$ cat config.mk
export PLATFORM = sky130hd
export DESIGN_NAME = unet_host_sequencer
export DESIGN_NICKNAME = d
export VERILOG_FILES = /design/src/rtl/unet_host_sequencer.sv
export SDC_FILE = /design/constraint.sdc
export NUM_CORES = 1
export LEC_CHECK = 0
export ABC_AREA = 0
export ABC_CLOCK_PERIOD_IN_PS = 2770
export CORE_MARGIN = 3
export CORE_UTILIZATION = 39
export DETAILED_ROUTE_END_ITERATION = 8
export MAX_ROUTING_LAYER = met4
export PLACE_DENSITY = 0.81
export SLEW_MARGIN = 20
export SYNTH_ARGS = -nofsm -noshare
export SYNTH_HDL_FRONTEND = slang
export SYNTH_SLANG_ARGS = --single-unit
$ cat constraint.sdc
create_clock -name clk -period 2.77 [get_ports clk]
set_input_delay 0.277 -clock clk [delete_from_list [all_inputs] [get_ports clk]]
set_output_delay 0.277 -clock clk [all_outputs]
set_load 0.005 [all_outputs]
$ cat src/rtl/unet_host_sequencer.sv
// unet_host_sequencer: launches one unet_fsm_3_1 pass, streams weight/data ROM words
// to it, stores its results, and flags overrun / illegal-code / timeout errors.
module unet_host_sequencer #(
    parameter int WADDR_W   = 10,
    parameter int DADDR_W   = 12,
    parameter int RADDR_W   = 12,
    parameter int N_WEIGHTS = 9,
    parameter int N_DATA    = 1024,
    parameter int N_RESULTS = 1024,
    parameter int TIMEOUT   = 4096
) (
    input  logic               clk,
    input  logic               rst_n,
    input  logic               start,
    output logic               seq_busy,
    output logic               done,
    output logic               error,
    output logic [1:0]         err_code,
    output logic [RADDR_W:0]   result_count,
    output logic               unet_enpulse,
    input  logic [2:0]         acc_ctrl,
    input  logic               acc_busy,
    output logic [31:0]        acc_data_in,
    input  logic [31:0]        acc_data_out,
    output logic               w_rd_en,
    output logic [WADDR_W-1:0] w_addr,
    input  logic [31:0]        w_rdata,
    output logic               d_rd_en,
    output logic [DADDR_W-1:0] d_addr,
    input  logic [31:0]        d_rdata,
    output logic               r_wr_en,
    output logic [RADDR_W-1:0] r_addr,
    output logic [31:0]        r_wdata
);
    localparam int WD_W = $clog2(TIMEOUT + 1);

    typedef enum logic [2:0] {IDLE, KICK, WAIT_BUSY, RUN, FINISH, ERROR} state_t;

    state_t            state, state_nx;
    logic [WADDR_W:0]  w_cnt;
    logic [DADDR_W:0]  d_cnt;
    logic [RADDR_W:0]  r_cnt;
    logic [WD_W-1:0]   wd;
    logic [1:0]        sel;
    logic [1:0]        err_nx;
    logic              launch, xfer, wd_hit, counting;

    // wd_hit marks the last tolerated idle cycle, so ERROR lands on the edge ending it
    assign wd_hit   = wd == WD_W'(TIMEOUT - 1);
    assign launch   = (state == IDLE || state == ERROR) && start;
    assign counting = state == WAIT_BUSY || state == RUN;
    assign xfer     = w_rd_en || d_rd_en || r_wr_en;

    always_comb begin
        state_nx = state;
        err_nx   = err_code;
        w_rd_en  = 1'b0;
        d_rd_en  = 1'b0;
        r_wr_en  = 1'b0;
        case (state)
            IDLE:      state_nx = start ? KICK : IDLE;
            KICK:      state_nx = WAIT_BUSY;
            WAIT_BUSY: begin
                if (acc_busy) state_nx = RUN;
                else if (wd_hit) begin
                    state_nx = ERROR;
                    err_nx   = 2'd3;
                end
            end
            RUN: begin
                if (!acc_busy || acc_ctrl == 3'd4) state_nx = FINISH;
                else if (acc_ctrl == 3'd1) begin
                    if (w_cnt == (WADDR_W+1)'(N_WEIGHTS)) begin
                        state_nx = ERROR;
                        err_nx   = 2'd1;
                    end else w_rd_en = 1'b1;
                end else if (acc_ctrl == 3'd2) begin
                    if (d_cnt == (DADDR_W+1)'(N_DATA)) begin
                        state_nx = ERROR;
                        err_nx   = 2'd1;
                    end else d_rd_en = 1'b1;
                end else if (acc_ctrl == 3'd3) begin
                    if (r_cnt == (RADDR_W+1)'(N_RESULTS)) begin
                        state_nx = ERROR;
                        err_nx   = 2'd1;
                    end else r_wr_en = 1'b1;
                end else if (acc_ctrl > 3'd4) begin
                    state_nx = ERROR;
                    err_nx   = 2'd2;
                end else if (wd_hit) begin
                    state_nx = ERROR;
                    err_nx   = 2'd3;
                end
            end
            FINISH:    state_nx = IDLE;
            ERROR:     state_nx = start ? KICK : ERROR;
            default:   state_nx = IDLE;
        endcase
    end

    always_ff @(posedge clk or negedge rst_n) begin
        if (!rst_n) begin
            state    <= IDLE;
            err_code <= 2'd0;
            w_cnt    <= '0;
            d_cnt    <= '0;
            r_cnt    <= '0;
            wd       <= '0;
            sel      <= 2'b00;
        end else begin
            state    <= state_nx;
            err_code <= err_nx;
            sel      <= {d_rd_en, w_rd_en};
            // counters are cleared at launch so result_count survives FINISH
            if (launch) begin
                err_code <= 2'd0;
                w_cnt    <= '0;
                d_cnt    <= '0;
                r_cnt    <= '0;
                wd       <= '0;
            end else begin
                if (w_rd_en) w_cnt <= w_cnt + (WADDR_W+1)'(1);
                if (d_rd_en) d_cnt <= d_cnt + (DADDR_W+1)'(1);
                if (r_wr_en) r_cnt <= r_cnt + (RADDR_W+1)'(1);
                wd <= (xfer || !counting) ? '0 : wd + WD_W'(1);
            end
        end
    end

    assign seq_busy     = !(state == IDLE || state == ERROR);
    assign done         = state == FINISH;
    assign error        = state == ERROR;
    assign unet_enpulse = state == KICK;
    assign result_count = r_cnt;
    assign w_addr       = w_cnt[WADDR_W-1:0];
    assign d_addr       = d_cnt[DADDR_W-1:0];
    assign r_addr       = r_cnt[RADDR_W-1:0];
    assign r_wdata      = r_wr_en ? acc_data_out : 32'd0;
    assign acc_data_in  = sel[0] ? w_rdata : sel[1] ? d_rdata : 32'd0;
endmodule

# After elaboration in Yosys (flattened, before gate mapping)
# Index checks and enable logic that the tools add are counted.
classes:
  mux: 51
  reduce_logical: 17
  div_mod_pow: 0
  n_eq_ne: 21
  n_bitwise: 0
  order_cmp: 1
  n_shift: 0
  mul: 0
  add_sub_neg: 4
ops:
  columns: ["op", "count"]
  rows:
  - ["2-to-1 mux 32 bit", 3]
  - ["2-to-1 mux 13 bit", 6]
  - ["adder 13 x 1 -> 13 bit, second input constant", 3]
  - ["2-to-1 mux 3 bit", 11]
  - ["== test 13 x 11 -> 1 bit, second input constant", 2]
  - ["2-to-1 mux 11 bit", 2]
  - ["2-to-1 mux 2 bit", 11]
  - ["2-to-1 mux 1 bit", 16]
  - ["case mux 3 bit (5 select lines)", 1]
  - ["== test 13 x 12 -> 1 bit, second input constant", 1]
  - ["== test 3 x 2 -> 1 bit, second input constant", 4]
  - ["inequality test 6 x 5 -> 1 bit, second input constant", 2]
  - ["adder 11 x 1 -> 11 bit, second input constant", 1]
  - ["== test 11 x 4 -> 1 bit, second input constant", 1]
  - ["inequality test 5 x 4 -> 1 bit, second input constant", 2]
  - ["== test 3 bit, second input constant", 3]
  - ["inequality test 4 x 3 -> 1 bit, second input constant", 2]
  - ["== test 3 x 1 -> 1 bit, second input constant", 2]
  - ["logical OR 1 bit", 6]
  - ["inequality test 3 bit, second input constant", 2]
  - ["AND reduction 6 bit", 1]
  - ["nonzero test 2 bit", 3]
  - ["case mux 2 bit (2 select lines)", 1]
  - ["greater-than comparator 3 bit, second input constant", 1]
  - ["other kinds (5)", 7]
word_totals:
  elab_cells: 101
  ff_bits: 57
  romBits: 0
  ram_bits: 0
  latch_bits: 0
  output_inout_bits: 120
  n_memories: 0

# Logic depth before layout (Yosys ltp)
logic_depth:
  word_depth: 11
  ltp_mapped: 9

# Worst setup path before layout
# No wires, ideal clock.
synth_path:
  path_kind: "register to register"
  from: "register w_cnt[1]"
  to: "register state[1]"
  n_path_buf: 1
  period_less_slack_ns: 2.327
  t_arrival_ns: 2.196
  stages_incl_launch_ff: 9
  t_required_ns: 2.639
  setup_time_ns: 0.131
  setup_slack_ns: 0.443
  cell_sequence: "dfrtp_1 -> inv_1 -> ha_1 -> or4b_4 -> o41ai_4 -> or2_1 -> buf_6 -> o21ai_2 -> or3_1"
synth_between:
  elab_chain_len: 3
synth_lines:
  columns: ["element", "line_no", "rtl"]
  rows:
  - ["start: declaration", "40", "logic [WADDR_W:0] w_cnt;"]
  - ["start signal: assignment", "122", "if (w_rd_en) w_cnt <= w_cnt + (WADDR_W+1)'(1);"]
  - ["== test 11 x 4 -> 1 bit", "73", "if (w_cnt == (WADDR_W+1)'(N_WEIGHTS)) begin"]
  - ["inequality test 4 x 3 -> 1 bit (no source line)", null, null]
  - ["AND reduction 3 bit (no source line)", null, null]
  - ["end signal: assignment", "111", "state <= state_nx;"]
  - ["end: declaration", "39", "state_t state, state_nx;"]
# Every way passes these cells.
# A chain may end at the register's enable or synchronous reset.

# Worst setup path in the final report
layout_path:
  from: "register state[2]"
  to: "output port w_rd_en"
layout_between:
  elab_chain_len: 2
layout_lines:
  columns: ["element", "line_no", "rtl"]
  rows:
  - ["== test 3 x 2 -> 1 bit", "60", "case (state)"]
  - ["2-to-1 mux 1 bit", "60", null]
  - ["end: declaration", "25", "output logic w_rd_en,"]
# Every way passes these cells.

==> impl_results.md <==
* Global-route wire length before repair at a little over 20,000 um
* Worst setup SP type: flop
* Global-route usage over all layers at 0.236
* Layout cell share with drive strength beyond 1 at 0.0809
* Result of the run: finished clean
* Initial antenna violation count at 0
* 1st-iter DRT viols at 279
* Die X at between 100 and 150 um
* Seq/Total Area, Yosys at 0.364
* Ports placed on the boundary at approximately 220
* Maximum fanout along the worst path at 9
* Commonest cells after routing, fill and taps aside: 220 x clkdlybuf4s50_1, 55 x dfrtp_1, 44 x nor2_1, 33 x and2_1, 31 x a22o_1
* Port bufs at between 200 and 250
* Reg2reg setup slack at ~0.4 ns
* Placer Congestion at a little under 0.9
* Crit share post-route at 0.968
* Setup repair after global routing missed its margin: true
* Level count of the clock H-tree at 3
* Mean cell area of the mapped netlist at ~8.7 um^2
* Min Hold Slack at between 0.06 and 0.07 ns
* Classification of the worst setup path: reg -> out
* Clk Tree Root Cell: clkbuf_8
* Hold-fix buffers at CTS at 0
* Min-Delay Path Class: in -> async
* Maximum number of pins on one net before global-route repair at 58
* Placement-stage worst setup slack at 0.163 ns
* Worst slew margin at 0.530
* Starting utilization of the core area at 0.413
* Worst setup path start: state[2]$_DFFE_PN0P_
* Arrival time at the worst endpoint at between 2 and 2.5 ns
* Fraction of synthesized cell area taken by the top area cell type at 0.364
* Startpoint of the worst-slack reg-to-reg timing path: state[2]$_DFFE_PN0P_
* Post-synth top area cell: dfrtp_1
* Final core occ at 0.669
* Vias after detailed routing at 4,095
* Vias in the first global route at between 4,000 and 5,000
* Least-Margin Pin Slew at between 0.7 and 0.8 ns
* Final critical delay including setup and external delays at 2.68 ns
* ANT nets after route at 0
* Final hold vios at 0
* Worst IR Drop VDD at ~0.3 mV
* Overflow left after global routing at 0
* Data required time at the worst endpoint at 2.49 ns
* Area of the mapped netlist at between 3000 and 4000 um^2
* Average via count per standard cell at 5.22
* Num CTS Buffers at 9
* Flops & latches, synth at between 50 and 60
* Post-DP HPWL at 10,400 um
* Filler-free cell count of the finished design at between 700 and 800
* Setup ws final at about 0.09 ns
* Die H at 106 um
* Die Outline Area at around 11,000 um^2
* Skew final at just over 0.01 ns
* Highest clock rate at between 0.3 and 0.4 GHz
* Total of endpoints with negative setup slack in the final report at 0
* Number of placement rows at 35
* # Max-Cap Violations at 0
* Number of remaining DRC errors at 0
* Maximum count of clock buffers along a single path at 2
* Count of pins over their slew limit at 0
* Final-stage net count at 760
* CP endpoint kind: output port
* Net count after synthesis at 560
* Cell count after synthesis at 450
* TritonRoute pass-1 iters at 4
* Pwr per Cell Area at approximately 400 nW/um^2
* Number of fillers in the final layout at ~790
* Total negative slack at 0 ns
* Count of distinct cell types in the synthesized netlist at 45
* Yosys warning count at 0
* Antenna cells at 0
* Mean routed wirelength per cell at ~17 um
* Leading cell type in the layout, fill and taps excluded: clkdlybuf4s50_1
* Lkg Pwr at between 0.002 and 0.003 uW
* Post-synthesis to final-layout area growth at 62.2%
* Total detailed-routing wirelength at about 13,000 um
* Total placed cells including tap cells at about 760
* Floorplan core area at between 9000 and 10,000 um^2
* Number of sinks on the clock net at between 50 and 60
* Clock slew seen by the registers of the worst setup and hold paths at 0.07 ns
* Insertion delay of the later-clocked pin in the worst-skew pair at 0.34 ns
* Clock tree from TritonCTS: built
* Top area cells in the synthesized netlist: dfrtp_1 36%, a22o_1 6.9%, buf_4 6.5%
-- metal layers --
| layer | vias to the layer above | part of all wire | track usage |
|---|---|---|---|
| met5 | - | 0 | - |
| met4 | 0 | 0.016 | 0.0823 |
| met3 | 19 | 0.084 | 0.0613 |
| met2 | 204 | 0.52 | 0.433 |
| met1 | 1926 | 0.38 | 0.244 |
| li1 | 1946 | - | - |
-- synth_stat cells, drive strengths merged --
cell type / instances
a211o: 1
nor4b: 5
dfrtp: 57
nor4: 11
and4: 4
buf: 38
nor2: 45
a22oi: 1
o41ai: 1
clkbuf: 17
nand3b: 5
nor2b: 2
o311ai: 1
o31ai: 3
or2: 4
xnor2: 21
o221a: 2
nor3: 12
xor2: 14
and3: 6
o32ai: 2
or3: 6
and3b: 1
ha: 7
nand2b: 5
o21ai: 11
a311oi: 1
nand4: 9
nand3: 22
or4b: 1
or4: 3
mux2i: 5
nor3b: 3
nand2: 29
and2: 33
a21oi: 10
a21o: 1
a22o: 31
inv: 18
o211ai: 2
-- registers in the layout, summed over array words and instances, names as in the netlist --
name / cells
d_cnt: 13
result_count: 13
wd: 13
w_cnt: 11
state: 3
err_code: 2
sel: 2
-- path summary, 6_finish.rpt --
kind	end	cells past startpoint
setup reg to reg	result_count[12]$_DFFE_PN0P_	5
min in group clk	wd[0]$_DFF_PN0_	1
hold reg to reg	wd[0]$_DFF_PN0_	1
max in group asynchronous	state[1]$_DFFE_PN0P_	2
hold / removal	result_count[7]$_DFFE_PN0P_	2
setup / recovery	w_rd_en	5
-- cell families after synthesis --
kind of cell / count (synthesis) / synth area share
xor gates and xnor gates: 35 / 0.0782
AOI/OAI and AO/OA: 67 / 0.136
buffers and inverters: 73 / 0.105
and+or+nand+nor: 206 / 0.282
DFF: 57 / 0.364
muxes: 5 / 0.0128
adders and majority gates: 7 / 0.0223
-- metrics by stage --
| stage | area (um^2) | power, uW |
|---|---|---|
| 2_1_floorplan | 3920 | 1370 |
| 3_3_place_gp | 6110 | 1760 |
| 3_5_place_dp | 6110 | 1780 |
| 4_1_cts | 6310 | 2560 |
| 5_1_grt | 6360 | 2710 |
| 6_report | 6360 | 2580 |
-- cell type report --
type                       instances  area [um^2]  share of cell area
tap                              129          161              0.0254
clock buffer                      13          149              0.0234
inverter                          18         67.6              0.0106
timing repair buffer             244         2400               0.377
sequential                        57         1430               0.225
clock inverter                     3         40.0             0.00629
multi-input combinational        320         2120               0.333
-- worst max-delay path, stage by stage (launching register included) --
cell	delay [ns]
dfrtp_1	0.44
nand3b_1	0.34
a211o_2	0.47
or2_1	0.25
inv_1	0.07
clkdlybuf4s50_1	0.50
-- power by group --
part | internal (uW) | switching, uW
logic | 437 | 413
clock network | 438 | 332
registers | 887 | 71.3
-- timing repair --
item / CTS / global route
setup endpoints to repair: 31 / 34
hold endpoints to repair: 0 / 0
buffers inserted: 1 / 3
gates resized for setup: 1 / 8
pin swaps: 1 / 2
Note: power is estimated with default switching activity, not from simulation.
